===== src/rtl/dmem_arbiter_if.sv =====
// Requester-side bundle for one port of the data-memory arbiter.
// The requester drives the request fields and holds them until gnt.
// The arbiter returns gnt, plus rdata qualified by a one-cycle rvalid.
interface dmem_arbiter_if #(
  parameter int ADDR_W = 12,
  parameter int DATA_W = 32
);
  logic              req;
  logic              we;
  logic              size;
  logic [ADDR_W-1:0] addr;
  logic [DATA_W-1:0] wdata;
  logic              gnt;
  logic              rvalid;
  logic [DATA_W-1:0] rdata;

  modport master (
    output req, we, size, addr, wdata,
    input  gnt, rvalid, rdata
  );

  modport slave (
    input  req, we, size, addr, wdata,
    output gnt, rvalid, rdata
  );
endinterface


===== src/rtl/dmem_arbiter.sv =====
// Two-port arbiter/sequencer in front of the single-port data memory.
// Port A is the CPU load/store unit, port B the DMA/debug loader.
//
// state  | meaning
// IDLE   | waiting for a request; winner's gnt is combinational
// ISSUE  | registered mem_* outputs carry the latched command
// RDWAIT | memory read data arrives; captured into the owner's rdata
// RESP   | owner's rvalid is high for this one cycle
module dmem_arbiter #(
  parameter int ADDR_W     = 12,
  parameter int DATA_W     = 32,
  parameter int FIXED_PRIO = 0
) (
  input  logic              clk,
  input  logic              reset_n,
  dmem_arbiter_if.slave     a,
  dmem_arbiter_if.slave     b,
  output logic [ADDR_W-1:0] mem_addr,
  output logic [1:0]        mem_write_enable,
  output logic [1:0]        mem_read_enable,
  output logic [DATA_W-1:0] mem_write_data,
  input  logic [DATA_W-1:0] mem_read_data
);

  localparam logic [1:0] WE_NONE = 2'b00;
  localparam logic [1:0] WE_BYTE = 2'b01;
  localparam logic [1:0] WE_WORD = 2'b10;
  localparam logic [1:0] RE_BYTE = 2'b00;
  localparam logic [1:0] RE_WORD = 2'b01;
  localparam logic [1:0] RE_NONE = 2'b11;

  typedef enum logic [1:0] {IDLE, ISSUE, RDWAIT, RESP} state_t;

  state_t state, state_nxt;

  logic grant_a, grant_b, grant_any;
  logic last_b;
  logic cmd_we, cmd_size, cmd_owner_b;

  logic              sel_we, sel_size;
  logic [ADDR_W-1:0] sel_addr;
  logic [DATA_W-1:0] sel_wdata;
  logic [DATA_W-1:0] rd_data;

  assign grant_any = grant_a | grant_b;
  assign a.gnt     = grant_a;
  assign b.gnt     = grant_b;

  assign sel_we    = grant_b ? b.we    : a.we;
  assign sel_size  = grant_b ? b.size  : a.size;
  assign sel_addr  = grant_b ? b.addr  : a.addr;
  assign sel_wdata = grant_b ? b.wdata : a.wdata;

  // Byte reads are zero-extended from the low byte of the memory word.
  assign rd_data = cmd_size ? mem_read_data
                            : {{(DATA_W-8){1'b0}}, mem_read_data[7:0]};

  // State register.
  always_ff @(posedge clk) begin
    if (!reset_n) state <= IDLE;
    else          state <= state_nxt;
  end

  // Next-state and grant decode; grants are suppressed while reset is held.
  always_comb begin
    state_nxt = state;
    grant_a   = 1'b0;
    grant_b   = 1'b0;
    case (state)
      IDLE: begin
        if (reset_n) begin
          if (a.req && (!b.req || (FIXED_PRIO != 0) || last_b)) grant_a = 1'b1;
          else if (b.req)                                      grant_b = 1'b1;
          if (grant_a || grant_b) state_nxt = ISSUE;
        end
      end
      ISSUE:   state_nxt = cmd_we ? IDLE : RDWAIT;
      RDWAIT:  state_nxt = RESP;
      RESP:    state_nxt = IDLE;
      default: state_nxt = IDLE;
    endcase
  end

  // Command latch and round-robin pointer, updated on every grant.
  always_ff @(posedge clk) begin
    if (!reset_n) begin
      cmd_we      <= 1'b0;
      cmd_size    <= 1'b0;
      cmd_owner_b <= 1'b0;
      last_b      <= 1'b1;
    end else if (grant_any) begin
      cmd_we      <= sel_we;
      cmd_size    <= sel_size;
      cmd_owner_b <= grant_b;
      last_b      <= grant_b;
    end
  end

  // Memory bus: enables are active only during ISSUE, addr/data hold otherwise.
  always_ff @(posedge clk) begin
    if (!reset_n) begin
      mem_addr         <= '0;
      mem_write_data   <= '0;
      mem_write_enable <= WE_NONE;
      mem_read_enable  <= RE_NONE;
    end else begin
      mem_write_enable <= WE_NONE;
      mem_read_enable  <= RE_NONE;
      if (grant_any) begin
        mem_addr       <= sel_addr;
        mem_write_data <= sel_size ? sel_wdata
                                   : {{(DATA_W-8){1'b0}}, sel_wdata[7:0]};
        if (sel_we) mem_write_enable <= sel_size ? WE_WORD : WE_BYTE;
        else        mem_read_enable  <= sel_size ? RE_WORD : RE_BYTE;
      end
    end
  end

  // Read return: capture in RDWAIT so rvalid and rdata appear together in RESP.
  always_ff @(posedge clk) begin
    if (!reset_n) begin
      a.rvalid <= 1'b0;
      b.rvalid <= 1'b0;
      a.rdata  <= '0;
      b.rdata  <= '0;
    end else begin
      a.rvalid <= 1'b0;
      b.rvalid <= 1'b0;
      if (state == RDWAIT) begin
        if (cmd_owner_b) begin
          b.rdata  <= rd_data;
          b.rvalid <= 1'b1;
        end else begin
          a.rdata  <= rd_data;
          a.rvalid <= 1'b1;
        end
      end
    end
  end

endmodule

===== src/flat_wrapper.sv =====
// flat-port wrapper written by rule: the top's interface ports become plain ports
module dmem_arbiter_flat 
#(
  parameter int ADDR_W     = 12,
  parameter int DATA_W     = 32,
  parameter int FIXED_PRIO = 0
)
  (clk, reset_n, mem_addr, mem_write_enable, mem_read_enable, mem_write_data, mem_read_data, a_req, a_we, a_size, a_addr, a_wdata, a_gnt, a_rvalid, a_rdata, b_req, b_we, b_size, b_addr, b_wdata, b_gnt, b_rvalid, b_rdata);
  dmem_arbiter_if #(.ADDR_W(ADDR_W), .DATA_W(DATA_W)) a_i ();
  dmem_arbiter_if #(.ADDR_W(ADDR_W), .DATA_W(DATA_W)) b_i ();
  input  logic clk;
  input  logic reset_n;
  output logic [ADDR_W-1:0] mem_addr;
  output logic [1:0] mem_write_enable;
  output logic [1:0] mem_read_enable;
  output logic [DATA_W-1:0] mem_write_data;
  input  logic [DATA_W-1:0] mem_read_data;
  input wire logic [$bits(a_i.req)-1:0] a_req;
  input wire logic [$bits(a_i.we)-1:0] a_we;
  input wire logic [$bits(a_i.size)-1:0] a_size;
  input wire logic [$bits(a_i.addr)-1:0] a_addr;
  input wire logic [$bits(a_i.wdata)-1:0] a_wdata;
  output wire logic [$bits(a_i.gnt)-1:0] a_gnt;
  output wire logic [$bits(a_i.rvalid)-1:0] a_rvalid;
  output wire logic [$bits(a_i.rdata)-1:0] a_rdata;
  input wire logic [$bits(b_i.req)-1:0] b_req;
  input wire logic [$bits(b_i.we)-1:0] b_we;
  input wire logic [$bits(b_i.size)-1:0] b_size;
  input wire logic [$bits(b_i.addr)-1:0] b_addr;
  input wire logic [$bits(b_i.wdata)-1:0] b_wdata;
  output wire logic [$bits(b_i.gnt)-1:0] b_gnt;
  output wire logic [$bits(b_i.rvalid)-1:0] b_rvalid;
  output wire logic [$bits(b_i.rdata)-1:0] b_rdata;
  assign a_i.req = a_req;
  assign a_i.we = a_we;
  assign a_i.size = a_size;
  assign a_i.addr = a_addr;
  assign a_i.wdata = a_wdata;
  assign a_gnt = a_i.gnt;
  assign a_rvalid = a_i.rvalid;
  assign a_rdata = a_i.rdata;
  assign b_i.req = b_req;
  assign b_i.we = b_we;
  assign b_i.size = b_size;
  assign b_i.addr = b_addr;
  assign b_i.wdata = b_wdata;
  assign b_gnt = b_i.gnt;
  assign b_rvalid = b_i.rvalid;
  assign b_rdata = b_i.rdata;
  dmem_arbiter #(.ADDR_W(ADDR_W), .DATA_W(DATA_W), .FIXED_PRIO(FIXED_PRIO)) u_core (.clk(clk), .reset_n(reset_n), .a(a_i), .b(b_i), .mem_addr(mem_addr), .mem_write_enable(mem_write_enable), .mem_read_enable(mem_read_enable), .mem_write_data(mem_write_data), .mem_read_data(mem_read_data));
endmodule

===== config.mk =====
export PLATFORM = sky130hd
export DESIGN_NAME = dmem_arbiter_flat
export DESIGN_NICKNAME = d
export VERILOG_FILES = /design/src/rtl/dmem_arbiter_if.sv /design/src/rtl/dmem_arbiter.sv /design/src/flat_wrapper.sv
export SDC_FILE = /design/constraint.sdc
export NUM_CORES = 1
export LEC_CHECK = 0
export ABC_AREA = 0
export BUFFER_PORTS_ARGS = -buffer_cell sky130_fd_sc_hd__buf_2
export CELL_PAD_IN_SITES_DETAIL_PLACEMENT = 0
export CELL_PAD_IN_SITES_GLOBAL_PLACEMENT = 1
export CORE_ASPECT_RATIO = 2
export CORE_MARGIN = 3
export CORE_UTILIZATION = 30
export CTS_CLUSTER_SIZE = 16
export DETAILED_ROUTE_END_ITERATION = 8
export PLACE_DENSITY_LB_ADDON = 0.1
export SLEW_MARGIN = 15
export SYNTH_ARGS = -nofsm -noshare
export SYNTH_HDL_FRONTEND = slang
export SYNTH_SLANG_ARGS = --single-unit

===== constraint.sdc =====
create_clock -name clk -period 2.1 [get_ports clk]
set_clock_uncertainty 0.05 [all_clocks]
set_input_delay 0.63 -clock clk [delete_from_list [all_inputs] [get_ports clk]]
set_output_delay 0.63 -clock clk [all_outputs]
set_load 0.01 [all_outputs]

== Word-level counts from Yosys, hierarchy flattened ==
Index checks and enable logic that the tools add are counted.
Word-level totals
  output and inout port bits: 116
  memories: 0
  word-level logic and storage cells: 55
  memory bits (read-only): 0
  bits in latches: 0
  memory bits (writable): 0
  register bits: 120
Operators by class
  reduce and logical (&&, ||, !) cells: 10
  $lt $le $gt $ge: 0
  equal/unequal tests: 4
  shifts and indexed selects: 0
  bitwise operators: 4
  multipliers: 0
  multiplexer cells: 24
  divide/modulo/power cells: 0
  add/sub/neg operators: 0
Operators with widths (number)
  32-bit 2-to-1 mux: 3
  1-bit 2-to-1 mux: 16
  12-bit 2-to-1 mux: 1
  2-bit case mux with 4 select lines: 1
  2-bit 2-to-1 mux: 3
  2-bit AND reduction: 3
  2-bit == test, second input constant: 2
  1-bit NOT: 3
  3-bit AND reduction: 1
  3-bit OR reduction: 1
  2-bit by 1-bit == test with 1-bit output, second input constant: 1
  2-bit zero test: 1
  1-bit logical OR: 2
  2-bit by 1-bit != test with 1-bit output, second input constant: 1
  1-bit logical AND: 1
  1-bit zero test: 1
  1-bit bitwise OR: 1

== Longest topological paths before layout ==
  depth in word-level cells: 11
  mapped depth: 7
  depth with buffers taken out: 3

== Worst setup path before layout ==
No wires, ideal clock.
  path kind: input to output
  from: input reset_n
  to: output a_gnt
  slack: -0.280 ns
  data arrival time: 1.700 ns
  stages on the path: 5
  path through: or3b_1 buf_6 buf_6 buf_2 nor3_1
Between the ends
  cells in the longest elaborated chain, start to end: 2
RTL lines
  start: declaration: RTL line flat_wrapper.sv:12  | input logic reset_n;
  1-bit 2-to-1 mux: RTL line dmem_arbiter.sv:71  | if (reset_n) begin
  1-bit 2-to-1 mux: RTL line dmem_arbiter.sv:69  | case (state)
  end: declaration: RTL line flat_wrapper.sv:23  | output wire logic [$bits(a_i.gnt)-1:0] a_gnt;
No other way between the ends.

==> results.toml <==
[status]
status = "finished, final reports clean"

[clock_network]
clock-sinks = 120
ctsHoldBuffers = 0
cts_tree = "yes"
clock_path_buffers = 2
clock_latency_ns = 0.40
path_clk_slew_ns = 0.06
htree_num_levels = 4
root_buffer = "clkbuf_16"
cts_buffers = 17

[critical_path]
cp.arrival_ns = 1.42
path_max_fanout = 6
critical_path_class = "register to output port"
start_kind = "register"
critPathCaptureType = "output port"
required_ns = 1.42

[floorplanning]
core_area_sq_um = 17500
fp.dieH_um = 196
rows = 68
start_util_pct = 30.9
die_area_sq_um = 19800
dieWidth_um = 101
pin_count = 244

[synthesis]
synth_fa_ha_area_share_pct = 0
ys_seq_area_share_pct = 44.3
synthCells = 636
synthMuxAreaShare_pct = 0.924
synth_cell_type_count = 43
synth_top_family_by_area = "simple AND/OR/NAND/NOR gates"
synth_compound_area_share_pct = 21.4
avgSynthCellArea_sq_um = 8.52
post-synth-top-area-cell = "dfxtp_1"
synthFlopType = "dfxtp_1"
ys_seq_elements = 120
yosysTopAreaCellShare_pct = 44.3
syn_area_sq_um = 5420
yosys_warnings = 0
synth_top_cells_by_area = "dfxtp_1, nand2_1, a21boi_0"
synthSimpleGateAreaFrac_pct = 26.5
synth-edff-count = 0
synthesis.nets = 764
synthXorXnorAreaFrac_pct = 0
async_reset_ff_share_pct = 0

[flow_run]
drv_cap = 0

[placed_design]
post_dp_cell_area_sq_um = 6860
portBuffers = 243
hpwl_um = 13600
place_congestion = 0.791
pre_cts_ws_ns = -0.00784

[routing]
ant_nets = 0
wl_met3_um = 1110
met2_length_um = 10700
wire_per_inst_um = 18.0
dr.pass1.iters = 4
highest_layer = "met5"
wirelength_um = 19400
via_per_inst = 5.23
met1Wirelength_um = 7070
initialDrtViolationCount = 179
post-route-drc-count = 0
dr_total_vias = 5628

[cells_and_area]
drive_gt1_share_pct = 38.2
final-seq-area_sq_um = 2410
fillers = 1825
multiInputGateArea_sq_um = 2690
final_area_sq_um = 7480
final_cell_mix = "buf_2, nand2_1, dfxtp_1, a21boi_0, nand3_1"
final_nets = 980
final_common_cell = "buf_2"
area_delta_synth_final_pct = 38.0

[power]
vdd_ir_drop_max_v = 0.000521
p_leak_nw = 3.16
powerDensity_nw_per_um2 = 837

[sta]
post-route-min-period_ns = 2.10
max_freq_ghz = 0.477
timing.final.ws_setup_ns = 0.00214
drv_slew = 0
slew_headroom_pct = 63.8
hold_violations = 0
tightest_slew_ns = 0.544
fin_crit_sh_pct = 99.9
rsz0062_at_grt = "true"
finalSetupViolCount = 0

[grt]
grt_max_degree = 92
first_global_vias = 5719
grt_use_total_pct = 19.2
antenna_found_initial = 3
grt.overflow.total = 0
grt_first_pass_wirelength_um = 29700

[min_path]
min_path_type = "register to register"
worst max-delay path: stages (launching register included):
cell and delay (ns):
dfxtp_4 0.36, or3b_4 0.39, nor3_4 0.13, buf_6 0.13
kinds of logic (layout without fill, tap and decap cells):
family | count (synthesis) | count (layout)
compound gates | 146 | 146
other cells | 0 | 2
mux | 5 | 5
flops | 120 | 120
simple gates | 287 | 287
buf+inv | 78 | 306
flip-flops by register name, summed over array words and instances, names as in the netlist, named ones only:
register                 flops
u_core.a.rdata              32
u_core.b.rdata              32
u_core.mem_write_data       32
u_core.mem_addr             12
u_core.mem_read_enable       2
u_core.mem_write_enable      2
u_core.a.rvalid              1
u_core.b.rvalid              1
u_core.cmd_owner_b           1
u_core.cmd_size              1
u_core.cmd_we                1
u_core.last_b                1
u_core.state                 1
power breakdown:
group	switching [mW]	leakage, nW	internal [mW]
Combinational	0.554	1.91	0.401
Clock	1.02	0.276	1.79
Sequential	0.0871	0.977	2.40
Total	1.66	3.16	4.60
synth_stat cells, drive strengths merged, types with 9 or more instances:
library cell  instances
a31oi                20
buf                  23
nand2               131
nor3                 42
a21boi               66
a221o                24
o311ai               16
o31ai                 9
nand3                51
nor4                 25
clkbuf               53
nand4                21
dfxtp               120
worst paths after layout:
kind / startpoint / end / slack [ns] / cells after the start
worst max-delay path: register / a_gnt / 0.002 / 3
worst max register to register: register / u_core.mem_addr[8] / 0.23 / 5
worst min register to register: u_core.a.rdata[21] / u_core.a.rdata[21] / 0.41 / 2
worst min-delay path: u_core.a.rdata[21] / u_core.a.rdata[21] / 0.41 / 2
metrics by stage:
stage | util (%) | hold WS, ns | TNS, ns | power (mW) | instances
after global placement | 39.1 | 0.398 | 0 | 3.47 | 1039
after CTS | 42.4 | 0.411 | -0.0328 | 6.34 | 1071
after global routing | 42.7 | 0.425 | -0.0659 | 6.52 | 1076
after floorplan | - | 0.385 | -0.0878 | 3.06 | 636
final | 42.7 | 0.407 | 0 | 6.26 | 1076
after detailed placement | 39.1 | 0.403 | -0.0292 | 3.48 | 1039
metal layers:
layer  GRT usage (%)  up-vias
li1                -     2745
met1            19.8     2655
met2            36.0      188
met3            4.59       38
met4            7.69        2
met5               0        -
what timing repair did:
action	CTS	global route
pin swaps	1	2
buffers inserted	1	3
resized for setup	4	3
setup endpoints to repair	2	2
cell type report:
type,count,share of cell area (%)
Clock buffer,22,6.21
Multi-Input combinational cell,438,35.9
Tap cell,210,3.51
Antenna cell,2,0.0669
Inverter,2,0.100
Clock inverter,9,1.34
Timing Repair Buffer,273,20.7
Sequential cell,120,32.2
(Power assumes the default switching activity.)
